### src/rtl/pktctrl_pkg.sv
// Shared types and constants for the packet-control framing path.
// Holds the beat widths, the FSM state type and the payload length decode.
package pktctrl_pkg;

  localparam int DW   = 36;
  localparam int BW   = 18;
  localparam int SEQW = 16;

  localparam logic [1:0] HDR_TAG = 2'b10;

  typedef enum logic [1:0] {
    IDLE    = 2'd0,
    HDR     = 2'd1,
    PAYLOAD = 2'd2,
    GAP     = 2'd3
  } state_e;

  // 2-bit length code -> payload beat count (always even, max 512).
  function automatic logic [9:0] len_beats(input logic [1:0] code);
    logic [9:0] beats;
    case (code)
      2'd0:    beats = 10'd64;
      2'd1:    beats = 10'd128;
      2'd2:    beats = 10'd256;
      default: beats = 10'd512;
    endcase
    return beats;
  endfunction

endpackage

### src/rtl/pkt_gap_timer.sv
// Load/decrement counter timing the idle gap between packets.
// done is high while the count is on its final cycle (or already spent).
module pkt_gap_timer #(
  parameter int W = 16
) (
  input  logic         clk,
  input  logic         rst,
  input  logic         load,
  input  logic         dec,
  input  logic [W-1:0] load_val,
  output logic         done
);

  logic [W-1:0] cnt_q;
  logic [W-1:0] cnt_d;

  always_comb begin
    cnt_d = cnt_q;
    if (load) begin
      cnt_d = load_val;
    end else if (dec && (cnt_q != '0)) begin
      cnt_d = cnt_q - W'(1);
    end
  end

  always_ff @(posedge clk or posedge rst) begin
    if (rst) begin
      cnt_q <= '0;
    end else begin
      cnt_q <= cnt_d;
    end
  end

  assign done = (cnt_q <= W'(1));

endmodule

### src/rtl/pkt_tx_framer.sv
// Packet framer: header beat, split buffer-word or counter payload, idle gap.
// Turns 36-bit buffer words into the registered 18-bit ADC_DATA beat stream.
module pkt_tx_framer #(
  parameter int DW   = pktctrl_pkg::DW,
  parameter int BW   = pktctrl_pkg::BW,
  parameter int SEQW = pktctrl_pkg::SEQW
) (
  input  logic            pktctrl_clk,
  input  logic            pktctrl_rst,
  input  logic            rf_capture_start,
  input  logic            rf_self_test_mode,
  input  logic [1:0]      rf_pkt_data_length,
  input  logic [15:0]     rf_pkt_idle_length,
  input  logic [DW-1:0]   buf_rdata,
  input  logic            buf_rvalid,
  output logic            buf_rready,
  input  logic            underflow_clr,
  output logic [BW-1:0]   ADC_DATA,
  output logic            ADC_DATA_VALID,
  output logic            pkt_busy,
  output logic            underflow_sticky,
  output logic [SEQW-1:0] pkt_seq
);
  import pktctrl_pkg::*;

  state_e          state_q, state_d;
  logic            phase_q, phase_d;
  logic [9:0]      beat_q, beat_d;
  logic [9:0]      len_q, len_d;
  logic            st_q, st_d;
  logic [BW-1:0]   hold_q, hold_d;
  logic [SEQW-1:0] seq_q, seq_d;
  logic            uf_q, uf_d;
  logic [BW-1:0]   adc_data_q, adc_data_d;
  logic            adc_valid_q, adc_valid_d;

  logic beat_adv;
  logic last_beat;
  logic uf_set;
  logic gap_done;

  // A payload beat advances unless a normal-mode phase0 finds the buffer empty.
  assign beat_adv  = st_q || phase_q || buf_rvalid;
  assign last_beat = (state_q == PAYLOAD) && beat_adv && (beat_q == len_q - 10'd1);

  pkt_gap_timer #(.W(16)) u_gap_timer (
    .clk      (pktctrl_clk),
    .rst      (pktctrl_rst),
    .load     (last_beat),
    .dec      (state_q == GAP),
    .load_val (rf_pkt_idle_length),
    .done     (gap_done)
  );

  always_ff @(posedge pktctrl_clk or posedge pktctrl_rst) begin
    if (pktctrl_rst) begin
      state_q     <= IDLE;
      phase_q     <= 1'b0;
      beat_q      <= '0;
      len_q       <= '0;
      st_q        <= 1'b0;
      hold_q      <= '0;
      seq_q       <= '0;
      uf_q        <= 1'b0;
      adc_data_q  <= '0;
      adc_valid_q <= 1'b0;
    end else begin
      state_q     <= state_d;
      phase_q     <= phase_d;
      beat_q      <= beat_d;
      len_q       <= len_d;
      st_q        <= st_d;
      hold_q      <= hold_d;
      seq_q       <= seq_d;
      uf_q        <= uf_d;
      adc_data_q  <= adc_data_d;
      adc_valid_q <= adc_valid_d;
    end
  end

  always_comb begin
    state_d = state_q;
    case (state_q)
      IDLE:    if (rf_capture_start) state_d = HDR;
      HDR:     state_d = PAYLOAD;
      PAYLOAD: begin
        if (last_beat) begin
          if (rf_pkt_idle_length != 16'd0) state_d = GAP;
          else                             state_d = rf_capture_start ? HDR : IDLE;
        end
      end
      GAP:     if (gap_done) state_d = rf_capture_start ? HDR : IDLE;
      default: state_d = IDLE;
    endcase
  end

  always_comb begin
    phase_d     = phase_q;
    beat_d      = beat_q;
    len_d       = len_q;
    st_d        = st_q;
    hold_d      = hold_q;
    seq_d       = seq_q;
    adc_data_d  = adc_data_q;
    adc_valid_d = 1'b0;
    buf_rready  = 1'b0;
    uf_set      = 1'b0;
    case (state_q)
      HDR: begin
        adc_data_d  = {HDR_TAG, seq_q};
        adc_valid_d = 1'b1;
        len_d       = len_beats(rf_pkt_data_length);
        st_d        = rf_self_test_mode;
        beat_d      = '0;
        phase_d     = 1'b0;
      end
      PAYLOAD: begin
        if (st_q) begin
          adc_data_d  = BW'(beat_q);
          adc_valid_d = 1'b1;
          beat_d      = beat_q + 10'd1;
        end else if (phase_q) begin
          adc_data_d  = hold_q;
          adc_valid_d = 1'b1;
          phase_d     = 1'b0;
          beat_d      = beat_q + 10'd1;
        end else if (buf_rvalid) begin
          buf_rready  = 1'b1;
          hold_d      = buf_rdata[DW-1:BW];
          adc_data_d  = buf_rdata[BW-1:0];
          adc_valid_d = 1'b1;
          phase_d     = 1'b1;
          beat_d      = beat_q + 10'd1;
        end else begin
          uf_set = 1'b1;
        end
        if (last_beat) seq_d = seq_q + SEQW'(1);
      end
      default: adc_data_d = '0;
    endcase
    uf_d = uf_set ? 1'b1 : (underflow_clr ? 1'b0 : uf_q);
  end

  assign ADC_DATA         = adc_data_q;
  assign ADC_DATA_VALID   = adc_valid_q;
  assign pkt_busy         = (state_q != IDLE);
  assign underflow_sticky = uf_q;
  assign pkt_seq          = seq_q;

endmodule

### config.mk
export PLATFORM = sky130hd
export DESIGN_NAME = pkt_tx_framer
export DESIGN_NICKNAME = d
export VERILOG_FILES = /design/src/rtl/pktctrl_pkg.sv /design/src/rtl/pkt_gap_timer.sv /design/src/rtl/pkt_tx_framer.sv
export SDC_FILE = /design/constraint.sdc
export NUM_CORES = 1
export LEC_CHECK = 0
export CORE_MARGIN = 2
export CORE_UTILIZATION = 25
export DETAILED_ROUTE_END_ITERATION = 10
export MAX_ROUTING_LAYER = met4
export SYNTH_ARGS = -nofsm -noshare
export SYNTH_HDL_FRONTEND = slang
export SYNTH_SLANG_ARGS = --single-unit
### constraint.sdc
create_clock -name pktctrl_clk -period 8.15 [get_ports pktctrl_clk]
set_input_delay 1.63 -clock pktctrl_clk [delete_from_list [all_inputs] [get_ports pktctrl_clk]]
set_output_delay 1.63 -clock pktctrl_clk [all_outputs]
set_load 0.05 [all_outputs]
Word-level counts from Yosys, hierarchy flattened
Cells that the tools add are included.
{ "classes": {"n_mux": 32, "multipliers": 0, "magnitude_cmp": 1, "n_div": 0, "shift": 0, "addsub": 4, "n_reduce_logical": 18, "n_eq_ne": 11, "n_bitwise": 2} }
{ "op_table": {"columns": ["op", "count"], "rows": [
  ["18-bit two-way mux", 3],
  ["18-bit one-hot mux with 2 select lines", 1],
  ["16-bit two-way mux", 2],
  ["16-bit nonzero test", 2],
  ["10-bit two-way mux", 3],
  ["10-bit one-hot mux with 3 select lines", 1],
  ["10-bit one-hot mux with 2 select lines", 1],
  ["16-bit by 1-bit adder with 16-bit output, second input constant", 1],
  ["16-bit by 1-bit less-or-equal comparator with 1-bit output, second input constant", 1],
  ["16-bit by 1-bit subtractor with 16-bit output, second input constant", 1],
  ["1-bit two-way mux", 14],
  ["10-bit by 1-bit adder with 10-bit output, second input constant", 1],
  ["10-bit equality test", 1],
  ["10-bit by 1-bit subtractor with 10-bit output, second input constant", 1],
  ["2-bit two-way mux", 4],
  ["2-bit inequality test, second input constant", 4],
  ["2-bit one-hot mux with 4 select lines", 1],
  ["2-bit nonzero test", 4],
  ["2-bit equality test, second input constant", 3],
  ["2-bit AND reduction", 3],
  ["2-bit by 1-bit equality test with 1-bit output, second input constant", 2],
  ["2-bit zero test", 2],
  ["4-bit inequality test, second input constant", 1],
  ["1-bit one-hot mux with 2 select lines", 2],
  ["5 further kinds", 9]
]} }
{ "word_totals": {"in_bits": 60, "mem_bits_rw": 0, "reg_bits": 94, "elab_cells": 79, "out_inout_bits": 38, "n_memories": 0, "rom_bits": 0, "latchBits": 0} }

Depth between registers and ports, before layout
{ "depth": {"word_depth": 6, "mapped_depth": 9} }

Modules after synthesis
A second synthesis with hierarchy kept.
{ "hier_totals": {"cells_unflattened": 479, "hier_area_um2": 4725.8} }
{ "modules_own_cells": {"columns": ["module", "instances", "cells_each", "area_per_inst_um2"], "rows": [
  ["pkt_tx_framer", 1, 353, 3623.5],
  ["pkt_gap_timer", 1, 126, 1102.3]
]} }

Least setup slack after synthesis
OpenSTA, ideal clock, no wires.
{ "synth_timing": {"path_type": "input-to-output", "from": "input buf_rvalid", "to": "output buf_rready", "n_path_buf": 1, "required_time_ns": 6.520, "path_slack_ns": 3.983, "path_stages": 2, "t_arrival_ns": 2.537, "cell_sequence": "nor3b_1 clkbuf_1"} }
{ "synth_via": {"elab_chain_cells": 4} }
{ "synth_rtl": {"columns": ["item", "line_no", "rtl"], "rows": [
  ["start: declaration", "pkt_tx_framer.sv:15", "input logic buf_rvalid,"],
  ["1-bit two-way mux", "pkt_tx_framer.sv:127", "end else if (buf_rvalid) begin"],
  ["1-bit two-way mux", "pkt_tx_framer.sv:122", "end else if (phase_q) begin"],
  ["1-bit two-way mux", "pkt_tx_framer.sv:118", "if (st_q) begin"],
  ["1-bit two-way mux", "pkt_tx_framer.sv:108", "case (state_q)"],
  ["end: declaration", "pkt_tx_framer.sv:16", "output logic buf_rready,"]
]} }
Every way passes these cells.

Worst setup path after layout
Ends and elaborated chain as after synthesis.

==> results.json <==
{
  "r2r_setup_slack_ns": 5.04,
  "netlist_area_mm2": 0.004563,
  "coreArea_mm2": 0.01796,
  "regToRegStartpoint": "state_q[0]",
  "ys_ff_latch": 88,
  "routed-via-count": 3805,
  "ys_types": 46,
  "cts_resized": 0,
  "clock_path_buffers": 2,
  "cp.required_ns": 6.52,
  "antennaDiodeCount": 0,
  "first_pass_iters": 4,
  "avgViaCountPerCell": 4.823,
  "drc": 0,
  "crit_fanout": 20,
  "leakage_nw": 2.391,
  "fp.dieArea_mm2": 0.01935,
  "synth_flop_cell": "dfrtp_1",
  "cp.arrival_ns": 3.50,
  "critPathCaptureType": "output pin",
  "rows": 49,
  "top_layer": "met4",
  "drt_iter0_drc": 238,
  "startpoint_type": "input pin",
  "status": "complete, no violations",
  "chipHeight_um": 139.1,
  "drv_cap": 0,
  "synthArstFlopShare_pct": 100.0,
  "wl_met3_um": 682,
  "yosys.area.top_type_share_pct": 48.26,
  "fp.dieW_um": 139.1,
  "cellPowerDensity_mw_per_mm2": 268.6,
  "area_delta_synth_final_pct": 32.93,
  "netlist_instances": 467,
  "path_cells": "clkdlybuf4s50_1 > nor3b_2 > buf_4 > clkdlybuf4s50_1",
  "nNetsFinal": 626,
  "htreeDepth": 3,
  "cts-buffers-inserted": 9,
  "timing.final.crit_share_pct": 62.98,
  "routed_wirelength_um": 12740,
  "finalHoldViolCount": 0,
  "slew_headroom_pct": 32.51,
  "reg2regPathDepth": 9,
  "synthTopCellsByArea": "dfrtp_1 48%, mux2_2 4.9%, xor2_1 4.4%, mux2i_1 4.2%, nand2_1 4.1%",
  "met2WireLength_um": 5838,
  "portBuffers": 97,
  "cts_sinks": 88,
  "clk_pin_slew_worst_paths_ns": 0.07,
  "yosysWarnings": 0,
  "grt_use_total_pct": 13.76,
  "rsz0062_at_grt": "false",
  "initial_utilization_pct": 25.40,
  "hold-path-cell-count": 2,
  "cpPeakStageDelay_ns": 0.85,
  "dp_hpwl_um": 9320,
  "slowest_stage": "clkdlybuf4s50_1",
  "finClkSkew_ns": 0.009557,
  "hold_path.class": "register to register",
  "synth_edf_count": 0,
  "drive_gt1_share_pct": 8.750,
  "wl_per_cell_um": 16.15,
  "synth_top_area_cell": "dfrtp_1",
  "grt_overflow": 0,
  "worstMarginPinSlew_ns": 1.012,
  "max_freq_mhz": 194.8,
  "antenna_found_initial": 0,
  "top_level_ports": 98,
  "finalSetupTns_ns": 0,
  "r2r-end": "state_q[1]",
  "utilization_pct": 33.77,
  "fin_crit_ns": 5.133,
  "ys_seq_area_share_pct": 48.26,
  "holdBufCountCts": 0,
  "ir_drop_uv": 121.5,
  "cts_setup_buffers": 0,
  "layout_common_cells": "97 x clkdlybuf4s50_1, 88 x dfrtp_1, 50 x nand2_1",
  "mostFrequentLayoutCell": "clkdlybuf4s50_1",
  "holdPathEnd": "ADC_DATA[5]",
  "cts-root-buf": "clkbuf_16",
  "clkLatencyLatePin_ns": 0.35,
  "cpMostUsedCell": "clkdlybuf4s50_1",
  "wl_met1_um": 6099,
  "synth_fp_nets": 538,
  "ant_nets": 0,
  "min_from": "ADC_DATA[5]",
  "grt_pass1_wl_um": 20690,
  "cts_tree": "built",
  "grt_pass1_vias": 3870,
  "syn_area_per_cell_um2": 9.771,
  "gp_congestion": 0.8226,
  "crit_type": "input pin to output pin",
  "grt_max_degree": 73,
  "drv_slew": 0,
  "final-setup-viol-count": 0
}
==> metal layers <==
metal / up-vias / GRT usage, %
li1: 1818 / -
met1: 1848 / 18.50
met2: 126 / 21.00
met3: 13 / 3.349
met4: 0 / 3.296
met5: - / -
==> layout make-up <==
type | instances | area [um2]
Multi-Input combinational cell | 338 | 2217
Fill cell | 1817 | 11900
Sequential cell | 88 | 2202
Timing Repair Buffer | 103 | 1016
Tap cell | 229 | 286.5
Clock buffer | 10 | 239.0
Inverter | 15 | 57.56
Clock inverter | 6 | 47.55
==> per-stage QoR <==
step	setup WS, ns	total power, W	hold slack [ns]	std cells	instance area, um2
after detailed placement	3.022	0.001227	0.4740	773	5779
after global placement	3.064	0.001197	0.4594	773	5779
after CTS	3.015	0.001640	0.4939	789	6066
after floorplan	3.983	0.001027	0.4805	467	4563
after global routing	2.939	0.001729	0.5198	789	6066
final	3.017	0.001629	0.4877	789	6066
==> cells in the mapped netlist (all sizes together), types with 2 or more instances <==
cell,instances
dfrtp,88
nand2,50
nor2,39
o21ai,36
clkbuf,23
xor2,23
a21oi,20
mux2,20
mux2i,19
nor3,17
inv,15
xnor2,15
nand4,12
ha,11
a22oi,10
nand3,8
nor4,7
o22ai,5
and3,4
o211ai,4
o31ai,4
or3,4
a31oi,3
buf,3
nand2b,3
a21o,2
a22o,2
and2,2
o31a,2
or4,2
==> worst max path at each step <==
stage	startpoint	to	slack (ns)
detailed placement	buf_rvalid	buf_rready	3.02
global placement	buf_rvalid	buf_rready	3.06
floorplan	buf_rvalid	buf_rready	3.98
finish	buf_rvalid	buf_rready	3.02
CTS	buf_rvalid	buf_rready	3.01
global route	buf_rvalid	buf_rready	2.94
==> power breakdown <==
part           leakage (nW)  internal [W]  switching (W)
registers              1.11      0.000532      0.0000793
clock network         0.146      0.000220       0.000192
logic                  1.14      0.000242       0.000365
==> critical path, delay by kind of cell <==
kind | cells | cell delay (ns)
buf+inv | 3 | 1.69
simple gates | 1 | 0.18
==> cell families (layout without fill, tap and decap cells) <==
| kind of cell | count (synthesis) | count (layout) | share of synthesized area (%) |
|---|---|---|---|
| AND/OR/NAND/NOR | 155 | 155 | 16.15 |
| AO/OA/AOI/OAI | 95 | 95 | 12.64 |
| flip-flops | 88 | 88 | 48.26 |
| buffers and inverters | 41 | 134 | 3.537 |
| multiplexers | 39 | 39 | 9.103 |
| XOR/XNOR | 38 | 38 | 7.294 |
| adder cells (fa/ha/maj) | 11 | 11 | 3.016 |
==> state kept, by name, summed over array words and instances, names as in the netlist <==
signal,flops
phase_q,1
ADC_DATA_VALID,1
underflow_sticky,1
beat_q,10
st_q,1
ADC_DATA,18
hold_q,18
state_q,2
u_gap_timer.cnt_q,16
pkt_seq,16
len_q,4
No activity file was read; power rests on OpenSTA's default activity.
